`src/rtl/mc_pkg.sv`:
```
// Shared types and encodings for the multicycle controller.
package mc_pkg;

  typedef enum logic [2:0] {
    S_FETCH  = 3'd0,
    S_DECODE = 3'd1,
    S_EXEC   = 3'd2,
    S_MEM    = 3'd3,
    S_WB     = 3'd4,
    S_FAULT  = 3'd5
  } state_t;

  // How an instruction leaves EXEC
  typedef enum logic [2:0] {
    K_ALU   = 3'd0,
    K_LOAD  = 3'd1,
    K_STORE = 3'd2,
    K_JUMP  = 3'd3,
    K_LINK  = 3'd4
  } kind_t;

  // Conditional branch flavour; resolved against Z by the controller
  typedef enum logic [1:0] {
    BR_NONE = 2'd0,
    BR_EQ   = 2'd1,
    BR_NE   = 2'd2
  } br_t;

  // Decoded per-instruction controls; all-zero for an illegal instruction
  typedef struct packed {
    kind_t      kind;
    br_t        br;
    logic [1:0] pcsel;
    logic [1:0] wasel;
    logic [1:0] wdsel;
    logic [1:0] asel;
    logic       sext;
    logic       bsel;
  } dec_t;

  localparam int unsigned OP_W = 6;

  localparam logic [OP_W-1:0] OP_RTYPE = 6'h00;
  localparam logic [OP_W-1:0] OP_J     = 6'h02;
  localparam logic [OP_W-1:0] OP_JAL   = 6'h03;
  localparam logic [OP_W-1:0] OP_BEQ   = 6'h04;
  localparam logic [OP_W-1:0] OP_BNE   = 6'h05;
  localparam logic [OP_W-1:0] OP_ADDI  = 6'h08;
  localparam logic [OP_W-1:0] OP_SLTI  = 6'h0A;
  localparam logic [OP_W-1:0] OP_ANDI  = 6'h0C;
  localparam logic [OP_W-1:0] OP_ORI   = 6'h0D;
  localparam logic [OP_W-1:0] OP_XORI  = 6'h0E;
  localparam logic [OP_W-1:0] OP_LUI   = 6'h0F;
  localparam logic [OP_W-1:0] OP_LW    = 6'h23;
  localparam logic [OP_W-1:0] OP_SW    = 6'h2B;

  localparam logic [OP_W-1:0] F_SLL  = 6'h00;
  localparam logic [OP_W-1:0] F_SRL  = 6'h02;
  localparam logic [OP_W-1:0] F_SRA  = 6'h03;
  localparam logic [OP_W-1:0] F_JR   = 6'h08;
  localparam logic [OP_W-1:0] F_JALR = 6'h09;
  localparam logic [OP_W-1:0] F_ADD  = 6'h20;
  localparam logic [OP_W-1:0] F_SUB  = 6'h22;
  localparam logic [OP_W-1:0] F_AND  = 6'h24;
  localparam logic [OP_W-1:0] F_OR   = 6'h25;
  localparam logic [OP_W-1:0] F_XOR  = 6'h26;
  localparam logic [OP_W-1:0] F_NOR  = 6'h27;
  localparam logic [OP_W-1:0] F_SLT  = 6'h2A;
  localparam logic [OP_W-1:0] F_SLTU = 6'h2B;

  localparam int unsigned ALU_CODE_W = 5;

  localparam logic [ALU_CODE_W-1:0] ALU_NONE = 5'b00000;
  localparam logic [ALU_CODE_W-1:0] ALU_ADD  = 5'b00001;
  localparam logic [ALU_CODE_W-1:0] ALU_SUB  = 5'b00011;
  localparam logic [ALU_CODE_W-1:0] ALU_SLT  = 5'b01011;
  localparam logic [ALU_CODE_W-1:0] ALU_SLTU = 5'b01111;
  localparam logic [ALU_CODE_W-1:0] ALU_AND  = 5'b10000;
  localparam logic [ALU_CODE_W-1:0] ALU_OR   = 5'b10001;
  localparam logic [ALU_CODE_W-1:0] ALU_XOR  = 5'b10010;
  localparam logic [ALU_CODE_W-1:0] ALU_NOR  = 5'b10011;
  localparam logic [ALU_CODE_W-1:0] ALU_SLL  = 5'b11000;
  localparam logic [ALU_CODE_W-1:0] ALU_SRL  = 5'b11010;
  localparam logic [ALU_CODE_W-1:0] ALU_SRA  = 5'b11011;

  localparam logic [1:0] PCSEL_INC  = 2'b00;
  localparam logic [1:0] PCSEL_BR   = 2'b01;
  localparam logic [1:0] PCSEL_JMP  = 2'b10;
  localparam logic [1:0] PCSEL_REG  = 2'b11;

  localparam logic [1:0] WASEL_RD   = 2'b00;
  localparam logic [1:0] WASEL_RT   = 2'b01;
  localparam logic [1:0] WASEL_RA   = 2'b10;

  localparam logic [1:0] WDSEL_LINK = 2'b00;
  localparam logic [1:0] WDSEL_ALU  = 2'b01;
  localparam logic [1:0] WDSEL_MEM  = 2'b10;

  localparam logic [1:0] ASEL_SHAMT = 2'b01;
  localparam logic [1:0] ASEL_16    = 2'b10;

endpackage

```
`src/rtl/mc_controller_if.sv`:
```
// Controller <-> datapath/memory signal bundle; master is the controller.
interface mc_controller_if #(
  parameter int unsigned ALUFN_W = 5
);

  logic               enable;
  logic [5:0]         op;
  logic [5:0]         func;
  logic               Z;
  logic               mem_ready;

  logic               mem_req;
  logic               mem_we;
  logic               irwrite;
  logic               pcwrite;
  logic               werf;
  logic [1:0]         pcsel;
  logic [1:0]         wasel;
  logic [1:0]         wdsel;
  logic [1:0]         asel;
  logic               sext;
  logic               bsel;
  logic [ALUFN_W-1:0] alufn;
  logic [2:0]         state;
  logic               fault;

  modport master (
    input  enable, op, func, Z, mem_ready,
    output mem_req, mem_we, irwrite, pcwrite, werf,
    output pcsel, wasel, wdsel, asel, sext, bsel, alufn, state, fault
  );

  modport slave (
    output enable, op, func, Z, mem_ready,
    input  mem_req, mem_we, irwrite, pcwrite, werf,
    input  pcsel, wasel, wdsel, asel, sext, bsel, alufn, state, fault
  );

endinterface

```
`src/rtl/mc_alu_decoder.sv`:
```
// Combinational instruction decoder: op/func to ALU function and datapath selects.
module mc_alu_decoder
  import mc_pkg::*;
#(
  parameter int unsigned ALUFN_W = 5
) (
  input  logic [OP_W-1:0]    op_i,
  input  logic [OP_W-1:0]    func_i,
  output logic [ALUFN_W-1:0] alufn_o,
  output dec_t               sel_o,
  output logic               illegal_o
);

  logic [ALU_CODE_W-1:0] fn;

  // Per-opcode control table; unlisted encodings flag illegal with all controls 0
  always_comb begin
    fn        = ALU_NONE;
    sel_o     = '0;
    illegal_o = 1'b0;
    case (op_i)
      OP_RTYPE: begin
        sel_o.wasel = WASEL_RD;
        sel_o.wdsel = WDSEL_ALU;
        case (func_i)
          F_ADD:  fn = ALU_ADD;
          F_SUB:  fn = ALU_SUB;
          F_AND:  fn = ALU_AND;
          F_OR:   fn = ALU_OR;
          F_XOR:  fn = ALU_XOR;
          F_NOR:  fn = ALU_NOR;
          F_SLT:  fn = ALU_SLT;
          F_SLTU: fn = ALU_SLTU;
          F_SLL:  begin fn = ALU_SLL; sel_o.asel = ASEL_SHAMT; end
          F_SRL:  begin fn = ALU_SRL; sel_o.asel = ASEL_SHAMT; end
          F_SRA:  begin fn = ALU_SRA; sel_o.asel = ASEL_SHAMT; end
          F_JR: begin
            sel_o       = '0;
            sel_o.kind  = K_JUMP;
            sel_o.pcsel = PCSEL_REG;
          end
          F_JALR: begin
            sel_o.kind  = K_LINK;
            sel_o.pcsel = PCSEL_REG;
            sel_o.wdsel = WDSEL_LINK;
          end
          default: begin
            sel_o     = '0;
            illegal_o = 1'b1;
          end
        endcase
      end
      OP_ADDI: begin fn = ALU_ADD; sel_o.bsel = 1'b1; sel_o.sext = 1'b1;
                     sel_o.wasel = WASEL_RT; sel_o.wdsel = WDSEL_ALU; end
      OP_SLTI: begin fn = ALU_SLT; sel_o.bsel = 1'b1; sel_o.sext = 1'b1;
                     sel_o.wasel = WASEL_RT; sel_o.wdsel = WDSEL_ALU; end
      OP_ANDI: begin fn = ALU_AND; sel_o.bsel = 1'b1;
                     sel_o.wasel = WASEL_RT; sel_o.wdsel = WDSEL_ALU; end
      OP_ORI:  begin fn = ALU_OR;  sel_o.bsel = 1'b1;
                     sel_o.wasel = WASEL_RT; sel_o.wdsel = WDSEL_ALU; end
      OP_XORI: begin fn = ALU_XOR; sel_o.bsel = 1'b1;
                     sel_o.wasel = WASEL_RT; sel_o.wdsel = WDSEL_ALU; end
      // Upper immediate is the zero-extended immediate shifted left by 16
      OP_LUI:  begin fn = ALU_SLL; sel_o.bsel = 1'b1; sel_o.asel = ASEL_16;
                     sel_o.wasel = WASEL_RT; sel_o.wdsel = WDSEL_ALU; end
      OP_LW: begin
        fn          = ALU_ADD;
        sel_o.kind  = K_LOAD;
        sel_o.bsel  = 1'b1;
        sel_o.sext  = 1'b1;
        sel_o.wasel = WASEL_RT;
        sel_o.wdsel = WDSEL_MEM;
      end
      OP_SW: begin
        fn         = ALU_ADD;
        sel_o.kind = K_STORE;
        sel_o.bsel = 1'b1;
        sel_o.sext = 1'b1;
      end
      OP_BEQ: begin fn = ALU_SUB; sel_o.kind = K_JUMP; sel_o.br = BR_EQ; sel_o.sext = 1'b1; end
      OP_BNE: begin fn = ALU_SUB; sel_o.kind = K_JUMP; sel_o.br = BR_NE; sel_o.sext = 1'b1; end
      OP_J:   begin sel_o.kind = K_JUMP; sel_o.pcsel = PCSEL_JMP; end
      OP_JAL: begin
        sel_o.kind  = K_LINK;
        sel_o.pcsel = PCSEL_JMP;
        sel_o.wasel = WASEL_RA;
        sel_o.wdsel = WDSEL_LINK;
      end
      default: illegal_o = 1'b1;
    endcase
  end

  assign alufn_o = ALUFN_W'(fn);

endmodule

```
`src/rtl/mc_controller.sv`:
```
// Multicycle processor controller: fetch/decode/exec/mem/writeback FSM with
// memory-handshake timeout and sticky fault.
module mc_controller
  import mc_pkg::*;
#(
  parameter int unsigned TIMEOUT_CYC = 16,
  parameter int unsigned ALUFN_W     = 5
) (
  input  logic            clk,
  input  logic            reset,
  mc_controller_if.master bus
);

  localparam int unsigned CNT_W = $clog2(TIMEOUT_CYC + 1);

  state_t             state_q, state_d;
  logic [CNT_W-1:0]   cnt_q, cnt_d;
  logic               timeout;
  logic               mem_req_c, mem_we_c, irwrite_c, pcwrite_c, werf_c;
  logic               sel_en;
  logic [1:0]         pcsel_c;

  logic [ALUFN_W-1:0] dec_alufn;
  dec_t               dec_sel;
  logic               dec_illegal;

  mc_alu_decoder #(.ALUFN_W(ALUFN_W)) u_dec (
    .op_i      (bus.op),
    .func_i    (bus.func),
    .alufn_o   (dec_alufn),
    .sel_o     (dec_sel),
    .illegal_o (dec_illegal)
  );

  assign timeout = (cnt_q == CNT_W'(TIMEOUT_CYC));

  // State and wait-counter registers
  always_ff @(posedge clk or posedge reset) begin
    if (reset) begin
      state_q <= S_FETCH;
      cnt_q   <= '0;
    end else begin
      state_q <= state_d;
      cnt_q   <= cnt_d;
    end
  end

  // Next state, wait counter and strobes; ready beats a coincident timeout
  always_comb begin
    state_d   = state_q;
    cnt_d     = cnt_q;
    mem_req_c = 1'b0;
    mem_we_c  = 1'b0;
    irwrite_c = 1'b0;
    pcwrite_c = 1'b0;
    werf_c    = 1'b0;
    case (state_q)
      S_FETCH: begin
        mem_req_c = 1'b1;
        if (bus.mem_ready) begin
          irwrite_c = 1'b1;
          state_d   = S_DECODE;
        end else if (timeout) begin
          state_d = S_FAULT;
        end
      end
      S_DECODE: state_d = dec_illegal ? S_FAULT : S_EXEC;
      S_EXEC: begin
        case (dec_sel.kind)
          K_JUMP: begin
            pcwrite_c = 1'b1;
            state_d   = S_FETCH;
          end
          K_LOAD, K_STORE: state_d = S_MEM;
          default:         state_d = S_WB;
        endcase
      end
      S_MEM: begin
        mem_req_c = 1'b1;
        mem_we_c  = (dec_sel.kind == K_STORE);
        if (bus.mem_ready) begin
          if (dec_sel.kind == K_STORE) begin
            pcwrite_c = 1'b1;
            state_d   = S_FETCH;
          end else begin
            state_d = S_WB;
          end
        end else if (timeout) begin
          state_d = S_FAULT;
        end
      end
      S_WB: begin
        werf_c    = 1'b1;
        pcwrite_c = 1'b1;
        state_d   = S_FETCH;
      end
      S_FAULT: state_d = S_FAULT;
      default: state_d = S_FAULT;
    endcase

    // Every state change starts a fresh handshake window
    if (state_d != state_q) begin
      cnt_d = '0;
    end else if (mem_req_c && !bus.mem_ready) begin
      cnt_d = cnt_q + CNT_W'(1);
    end

    // Frozen or in reset: hold everything and issue nothing
    if (!bus.enable || reset) begin
      state_d   = state_q;
      cnt_d     = cnt_q;
      mem_req_c = 1'b0;
      mem_we_c  = 1'b0;
      irwrite_c = 1'b0;
      pcwrite_c = 1'b0;
      werf_c    = 1'b0;
    end
  end

  // Resolve conditional branches against the ALU zero flag
  always_comb begin
    pcsel_c = dec_sel.pcsel;
    if (dec_sel.br == BR_EQ) begin
      pcsel_c = bus.Z ? PCSEL_BR : PCSEL_INC;
    end else if (dec_sel.br == BR_NE) begin
      pcsel_c = bus.Z ? PCSEL_INC : PCSEL_BR;
    end
  end

  // Selects only carry instruction controls once the IR is loaded
  assign sel_en = (state_q == S_DECODE) || (state_q == S_EXEC) ||
                  (state_q == S_MEM)    || (state_q == S_WB);

  assign bus.mem_req = mem_req_c;
  assign bus.mem_we  = mem_we_c;
  assign bus.irwrite = irwrite_c;
  assign bus.pcwrite = pcwrite_c;
  assign bus.werf    = werf_c;
  assign bus.pcsel   = sel_en ? pcsel_c       : 2'b00;
  assign bus.wasel   = sel_en ? dec_sel.wasel : 2'b00;
  assign bus.wdsel   = sel_en ? dec_sel.wdsel : 2'b00;
  assign bus.asel    = sel_en ? dec_sel.asel  : 2'b00;
  assign bus.sext    = sel_en && dec_sel.sext;
  assign bus.bsel    = sel_en && dec_sel.bsel;
  assign bus.alufn   = sel_en ? dec_alufn     : '0;
  assign bus.state   = state_q;
  assign bus.fault   = (state_q == S_FAULT);

endmodule

```
`src/flat_wrapper.sv`:
```
// flat-port wrapper written by rule: the top's interface ports become plain ports
module mc_controller_flat import mc_pkg::*;
#(
  parameter int unsigned TIMEOUT_CYC = 16,
  parameter int unsigned ALUFN_W     = 5
)
  (clk, reset, bus_enable, bus_op, bus_func, bus_Z, bus_mem_ready, bus_mem_req, bus_mem_we, bus_irwrite, bus_pcwrite, bus_werf, bus_pcsel, bus_wasel, bus_wdsel, bus_asel, bus_sext, bus_bsel, bus_alufn, bus_state, bus_fault);
  mc_controller_if #(.ALUFN_W(ALUFN_W)) bus_i ();
  input  logic clk;
  input  logic reset;
  input wire logic [$bits(bus_i.enable)-1:0] bus_enable;
  input wire logic [$bits(bus_i.op)-1:0] bus_op;
  input wire logic [$bits(bus_i.func)-1:0] bus_func;
  input wire logic [$bits(bus_i.Z)-1:0] bus_Z;
  input wire logic [$bits(bus_i.mem_ready)-1:0] bus_mem_ready;
  output wire logic [$bits(bus_i.mem_req)-1:0] bus_mem_req;
  output wire logic [$bits(bus_i.mem_we)-1:0] bus_mem_we;
  output wire logic [$bits(bus_i.irwrite)-1:0] bus_irwrite;
  output wire logic [$bits(bus_i.pcwrite)-1:0] bus_pcwrite;
  output wire logic [$bits(bus_i.werf)-1:0] bus_werf;
  output wire logic [$bits(bus_i.pcsel)-1:0] bus_pcsel;
  output wire logic [$bits(bus_i.wasel)-1:0] bus_wasel;
  output wire logic [$bits(bus_i.wdsel)-1:0] bus_wdsel;
  output wire logic [$bits(bus_i.asel)-1:0] bus_asel;
  output wire logic [$bits(bus_i.sext)-1:0] bus_sext;
  output wire logic [$bits(bus_i.bsel)-1:0] bus_bsel;
  output wire logic [$bits(bus_i.alufn)-1:0] bus_alufn;
  output wire logic [$bits(bus_i.state)-1:0] bus_state;
  output wire logic [$bits(bus_i.fault)-1:0] bus_fault;
  assign bus_i.enable = bus_enable;
  assign bus_i.op = bus_op;
  assign bus_i.func = bus_func;
  assign bus_i.Z = bus_Z;
  assign bus_i.mem_ready = bus_mem_ready;
  assign bus_mem_req = bus_i.mem_req;
  assign bus_mem_we = bus_i.mem_we;
  assign bus_irwrite = bus_i.irwrite;
  assign bus_pcwrite = bus_i.pcwrite;
  assign bus_werf = bus_i.werf;
  assign bus_pcsel = bus_i.pcsel;
  assign bus_wasel = bus_i.wasel;
  assign bus_wdsel = bus_i.wdsel;
  assign bus_asel = bus_i.asel;
  assign bus_sext = bus_i.sext;
  assign bus_bsel = bus_i.bsel;
  assign bus_alufn = bus_i.alufn;
  assign bus_state = bus_i.state;
  assign bus_fault = bus_i.fault;
  mc_controller #(.TIMEOUT_CYC(TIMEOUT_CYC), .ALUFN_W(ALUFN_W)) u_core (.clk(clk), .reset(reset), .bus(bus_i));
endmodule
```
`config.mk`:
```
export PLATFORM = sky130hd
export DESIGN_NAME = mc_controller_flat
export DESIGN_NICKNAME = d
export VERILOG_FILES = /design/src/rtl/mc_pkg.sv /design/src/rtl/mc_controller_if.sv /design/src/rtl/mc_alu_decoder.sv /design/src/rtl/mc_controller.sv /design/src/flat_wrapper.sv
export SDC_FILE = /design/constraint.sdc
export NUM_CORES = 1
export LEC_CHECK = 0
export ABC_AREA = 1
export BUFFER_PORTS_ARGS = -buffer_cell sky130_fd_sc_hd__clkbuf_2
export CORE_UTILIZATION = 53
export CTS_BUF_LIST = sky130_fd_sc_hd__clkbuf_4
export DETAILED_ROUTE_END_ITERATION = 8
export PLACE_DENSITY = 0.85
export SETUP_SLACK_MARGIN = 0.2
export SLEW_MARGIN = 40
export SYNTH_ARGS = -nofsm -noshare
export SYNTH_HDL_FRONTEND = slang
export SYNTH_SLANG_ARGS = --single-unit
```
`constraint.sdc`:
```
create_clock -name clk -period 2.3 [get_ports clk]
set_clock_uncertainty 0.05 [all_clocks]
set_input_delay 0.115 -clock clk [delete_from_list [all_inputs] [get_ports clk]]
set_output_delay 0.115 -clock clk [all_outputs]
set_load 0.05 [all_outputs]
```
==> key figures, run 1 <==
Run status
  – Status: completed

Logic synthesis
  – Mapped Nets: 237
  – Fraction of synthesized area in multiplexers: 0
  – Post-Synthesis Cell Area: ~0.0013 mm²
  – Yosys reg bits: 8
  – Largest family of logic cells by synthesized area: simple AND/OR/NAND/NOR gates
  – Synth warnings: 0
  – Number of synthesized flops with an enable pin: 0
  – Yosys cell types: 34
  – Most common cell in the netlist: nand2_1
  – Mean post-synth cell area: just under 6 µm²
  – Synth area leaders: dfrtp_1 (15%), nand2_1 (14%), nor2_1 (9.9%)
  – Ys async rst share: 1.000
  – Post-synth top area cell: dfrtp_1
  – Most used DFF post-synth: dfrtp_1
  – Complex-gate fraction of the synthesized area: 0.1055
  – Synth Instances: between 200 and 250
  – Top cells by count, synth: nand2_1 (47), nor2_1 (34), inv_1 (27), nand3_1 (23), o21ai_0 (10)
  – Synth Area in Simple Gates: 0.5983
  – Sequential cell area fraction in the yosys report: 0.1549
  – Synth Area in XOR/XNOR: 0.02033
  – Post-synthesis adder-cell area fraction: 0.01936
  – Top cell type's share of synthesized area: 0.1549

Route
  – DRT Wirelength: 3495 µm
  – First-pass detailed-route iteration total: 4
  – DR WL/cell: 11.89 µm
  – Routed vias/inst: 5.592
  – Via Count: 1644
  – Final ANT Viol Nets: 0
  – Initial DRC Count: 47
  – DRC errors left: 0

Placed design
  – PortBufs: 40
  – Placer Congestion: between 0.9 and 1
  – DP Wirelength: 2851 µm
  – Place WS: 451.4 ps

Timing
  – Setup violators final: 0
  – Final hold violations: 0
  – Worst-Margin Slew: 460.3 ps
  – Tcrit/Tclk final: 0.8723
  – RSZ-0062 raised after global routing: yes
  – Worst slew margin: 0.6899
  – Final Critical Period: ~2000 ps
  – WHS: 330.2 ps
  – Fmax: 0.4984 GHz
  – Slew Viols, Final: 0
  – Post-route setup slack: 293.8 ps
  – TNS Setup: 0 ps

Clock network
  – TritonCTS clock tree: yes
  – Clock-pin slew of the registers on the worst-case setup and hold paths: 60 ps
  – # H-tree levels: 1
  – CTS Sinks: 8
  – Cts bufs inserted: 3
  – Clock buffer depth: 2
  – Root Buffer: clkbuf_4
  – Clock latency on the worst-skew pair: 260 ps

Finish
  – Final design utilization: 0.7653
  – Layout cells sized above 1: 0.3684
  – Fill cells: 197
  – Synthesis-to-finish area growth: 33.49%
  – N_diodes: 0
  – NumNets Final: 286

Global route
  – GRT Residual Overflow: 0
  – Largest net degree at the start of global routing: 10
  – Gr usage total: 0.2771
  – Initial antenna violation count: 0
  – Vias in the first global route: 1303
  – First-pass GRT wire length: 5616 µm

Setup path
  – CP endpoint kind: output pin
  – Worst reg-to-reg path cell count: 7
  – WP data required: 2130 ps
  – Critical path buffers and inverters: 5
  – Most common cell on crit path: clkbuf_2
  – Top Family by Delay on Critical Path: buffers and inverters
  – Arr. time, crit path: 1840 ps
  – WP depth: 7
  – Slowest cell on the critical path: dlygate4sd3_1
  – CP max FO: 9
  – CP startpoint kind: primary input
  – CP peak stage delay: 550 ps
  – CP Class: in2out
  – CP cell instances: dlygate4sd3_1 > clkbuf_2 > inv_1 > buf_4 > nand2_1 > nor3_1 > clkbuf_2

Floorplanning
  – Die area: roughly 0.0026 mm²
  – Starting Density: 0.5733
  – Die Y: 51.38 µm
  – CORE AREA: about 0.0023 mm²
  – Die W: ~51 µm
  – IO Pins: 41
  – Site row count: 17

Hold path
  – Worst Hold Class: in2async

Power and ir drop
  – Leak Pwr: between 0.9 and 1 nW
  – Power per cell area: 772.8 mW/mm²
  – VDD IR max: between 0.5 and 0.6 mV

Run
  – Max_cap viols: 0
-- what timing repair did --
action                                  4_1_cts  5_1_grt
hold buffers                                  1        0
cloned                                        0        0
endpoints found under the setup margin        1        6
hold endpoints to repair                      8        0
resized for setup                             1       11
buffers inserted                              0        0
-- layer usage --
layer | vias up | GRT usage | part of all wire
met5 | - | 0 | 0
li1 | 826 | - | -
met1 | 733 | 0.4324 | 0.48
met3 | 3 | 0.01786 | 0.077
met4 | 0 | 0.05405 | 0.0037
met2 | 82 | 0.4113 | 0.44
-- worst paths after layout --
kind	startpoint	endpoint	slack, ps
min in group clk	bus_mem_ready	u_core.bus.state[0]$_DFFE_PP0P_	370
min	reset	u_core.cnt_q[0]$_DFFE_PP0P_	330
max reg2reg	u_core.bus.state[2]$_DFFE_PP0P_	u_core.cnt_q[3]$_DFFE_PP0P_	460
max	reset	bus_werf	290
max in group asynchronous	reset	u_core.bus.state[2]$_DFFE_PP0P_	1710
min reg2reg	u_core.cnt_q[0]$_DFFE_PP0P_	u_core.cnt_q[0]$_DFFE_PP0P_	500
-- metrics by stage --
| step | area [µm²] | instances | power, mW |
|---|---|---|---|
| 3_3_place_gp | 1667 | 289 | 1.172 |
| 2_1_floorplan | 1404 | 218 | 0.9368 |
| 6_report | 1725 | 294 | 1.333 |
| 3_5_place_dp | 1667 | 289 | 1.176 |
| 4_1_cts | 1709 | 294 | 1.314 |
| 5_1_grt | 1725 | 294 | 1.419 |
-- registers in the layout (all words and copies together), names as in the netlist --
register          flops
u_core.cnt_q          5
u_core.bus.state      3
-- worst min-delay path, stage by stage --
cell	delay, ps
dlygate4sd3_1	550
clkbuf_2	110
inv_1	40
buf_4	170
-- layout make-up --
class                   count  area [µm²]  share of cell area
clock buffers               4       30.03             0.01740
inverters                  32       122.6             0.07107
multi-input cells         176        1072              0.6215
flip-flops and latches      8       203.9              0.1182
well taps                  28       35.03             0.02030
repair buffers             46       261.5              0.1516
-- cell families after synthesis --
| kind of cell | Yosys count |
|---|---|
| adder cells (fa/ha/maj) | 2 |
| AND/OR/NAND/NOR | 148 |
| AO/OA/AOI/OAI | 23 |
| buffers and inverters | 34 |
| flip-flops | 8 |
| XOR/XNOR | 3 |
-- power breakdown --
part / internal [mW] / switching, mW / total, mW
combinational: 0.283 / 0.688 / 0.970
clock: 0.0786 / 0.0540 / 0.133
sequential: 0.179 / 0.0514 / 0.231
-- placed cells by master (no fill, tap or decap), types with 3 or more instances in the layout --
cell      instances
inv_1            27
nand2_2           6
o21ai_0           8
nand2_1          47
clkbuf_4          5
nor3_1            5
dfrtp_1           5
inv_2             4
dfrtp_2           3
nor2_4            5
nand3_1          23
buf_4             7
nor2_2           10
nor2_1           27
nand3_2           3
a21oi_1           3
clkbuf_2         36
nand4_1           9
Power figures use the tool's default switching activity.
==> run 2, diff against run 1 <==
CORE_ASPECT_RATIO = 0.7   (was not set)
==> run 2 against run 1 <==
Power rose by 13%. Cell area rose by 3.5%. Cell count rose by 2.4%. Setup slack got worse by 40 ps. Clock power barely moved. Critical endpoint is now bus_pcwrite.
==> key figures, run 2 (synthesized netlist as in run 1, its figures left out) <==
Timing
  – Setup violators final: 0 (unchanged)
  – Fmax: 0.4886 GHz (-2.0%)
  – Tcrit/Tclk final: 0.8898 (+0.01755)
  – Worst slew margin: 0.5204 (-0.1695)
  – RSZ-0062 raised after global routing: yes
  – TNS Setup: 0 ps (unchanged)
  – Worst-Margin Slew: 711.9 ps (+251.6 ps)
  – Final Critical Period: 2047 ps (+40.36 ps)
  – Slew Viols, Final: 0 (unchanged)
  – Final hold violations: 0 (unchanged)

Clock network
  – CTS Sinks: 8 (unchanged)
  – # H-tree levels: 1 (unchanged)
  – Clock latency on the worst-skew pair: 270 ps (about the same)
  – Root Buffer: clkbuf_4
  – Clock buffer depth: 2 (unchanged)
  – Clock-pin slew of the registers on the worst-case setup and hold paths: 60 ps (about the same)
  – Cts bufs inserted: 3 (unchanged)
  – TritonCTS clock tree: yes

Finish
  – NumNets Final: 289 (+1.0%)
  – Largest reg by FF count: u_core.cnt_q
  – Synthesis-to-finish area growth: 38.14%
  – Leading cell type in the layout, fill and taps excluded: nand2_1
  – Layout cells sized above 1: 0.3755 (+0.007044)
  – N_diodes: 0 (unchanged)
  – Most frequent cells in the layout: nand2_1 (47), clkbuf_2 (32), inv_1 (27), nor2_1 (27), nand3_1 (23)
  – Max FFs per register: 5 (unchanged)

Global route
  – GRT Residual Overflow: 0 (unchanged)
  – Largest net degree at the start of global routing: 10 (unchanged)
  – Vias in the first global route: 1324 (+1.6%)
  – First-pass GRT wire length: 6147 µm (+9.5%)
  – Gr usage total: 0.3183 (+0.04124)
  – Initial antenna violation count: 0 (unchanged)

Setup path
  – CP Class: reg2out
  – CP peak stage delay: 440 ps (-110 ps)
  – Top Family by Delay on Critical Path: simple AND/OR/NAND/NOR gates
  – CP startpoint kind: flop
  – CP cell instances: inv_1 > buf_4 > nand3_1 > nor2_1 > nor3_1 > nor2_1 > buf_2
  – WP data required: 2130 ps (about the same)
  – Arr. time, crit path: 1880 ps (+40 ps)
  – R2r startpoint: u_core.bus.state[2]$_DFFE_PP0P_
  – Most common cell on crit path: nor2_1
  – Critical path buffers and inverters: 3 (-2)
  – CP Launch Point: u_core.bus.state[2]$_DFFE_PP0P_
  – CP max FO: 7 (-2)
  – CP endpoint kind: output pin
  – Slowest cell on the critical path: dfrtp_2

Power and ir drop
  – Leak Pwr: 0.9701 nW (+3.1%)
  – VDD IR max: 0.4325 mV (-20%)
  – Total Power: 1.510 mW (+13%)
  – Power per cell area: 845.6 mW/mm² (+9.4%)

Route
  – First-pass detailed-route iteration total: 5 (+1)
  – Routed vias/inst: 5.452 (-2.5%)
  – Via Count: 1641 (-0.18%)
  – DRC errors left: 0 (unchanged)
  – Final ANT Viol Nets: 0 (unchanged)
  – Initial DRC Count: 203 (+330%)
  – DR WL/cell: 12.82 µm (+7.9%)
  – DRT Wirelength: 3860 µm (+10%)

Placed design
  – Placer Congestion: 0.9217 (-3.8%)
  – DP Wirelength: 3051 µm (+7.0%)
  – PortBufs: 40 (unchanged)

Floorplanning
  – CORE AREA: 0.002225 mm² (-1.3%)
  – IO Pins: 41 (unchanged)
  – Die W: 61.03 µm (+19%)
  – Die area: 0.002643 mm² (+0.13%)
  – Die Y: 43.32 µm (-16%)
  – Starting Density: 0.5810 (+0.007738)
  – Site row count: 14 (-3)

Hold path
  – HP Start: bus_enable
  – Worst Hold Class: in2reg

Run
  – Max_cap viols: 0 (unchanged)

Run status
  – Status: completed
run 2: cell count changes in the layout (fill, tap and decap cells not counted), sizes merged:
cell and delta:
clkbuf -3, buf +6
run 2: power by group:
part           total [mW]  leakage, nW  switching [mW]  internal [mW]
clock network       0.135       0.0184          0.0562         0.0787
registers           0.229        0.104          0.0499          0.179
logic                1.15        0.848           0.750          0.396
total                1.51        0.970           0.856          0.654
run 2: worst register-to-register path: stages (launching register included):
cell and delay [ps]:
dfrtp_2 440, inv_1 140, buf_4 170, nand3_1 220, nor2_1 260, o31ai_2 100
nor3_4 280, nand4_1 150, nand2_1 90
run 2: final timing paths:
path | to | slack (ps) | depth (start not counted)
setup reg to reg | u_core.cnt_q[1]$_DFFE_PP0P_ | 340 | 8
hold reg to reg | u_core.cnt_q[4]$_DFFE_PP0P_ | 480 | 2
hold / removal | u_core.bus.state[1]$_DFFE_PP0P_ | 240 | 4
setup / recovery | bus_pcwrite | 250 | 7
min in group asynchronous | u_core.bus.state[0]$_DFFE_PP0P_ | 390 | 4
max in group asynchronous | u_core.bus.state[2]$_DFFE_PP0P_ | 1670 | 4
run 2: metrics by stage:
step,cells,setup slack [ps],hold WS (ps),instance area (µm²),util
floorplan,218,139.0,-111.5,1404,-
global placement,292,173.9,98.21,1664,0.7480
detailed placement,292,83.93,90.68,1664,0.7480
CTS,300,215.8,223.3,1769,0.7953
global route,301,193.4,265.7,1785,0.8026
finish,301,253.4,239.7,1785,0.8026
run 2: area by class of cell:
| type | instances | area (µm²) |
|---|---|---|
| repair buffers | 49 | 311.5 |
| inverters | 32 | 122.6 |
| fillers | 167 | 439.2 |
| well taps | 32 | 40.04 |
| multi-input cells | 176 | 1077 |
| clock buffers | 4 | 30.03 |
| flip-flops and latches | 8 | 203.9 |
run 2: metal layers:
metal,wire length [µm],part of all wire,vias up,track usage
met1,1912,0.50,726,0.5436
met3,404,0.10,2,0.07012
met4,12,0.0031,0,0.02727
met5,0,0,-,0
met2,1530,0.40,89,0.4043
li1,-,-,824,-
run 2: timing repair:
item / 4_1_cts / 5_1_grt
endpoints found under the hold margin: 8 / 0
resized for setup: 5 / 11
setup endpoints to repair: 12 / 13
pin swaps: 1 / 1
hold buffers: 1 / 0
buffers inserted: 3 / 1
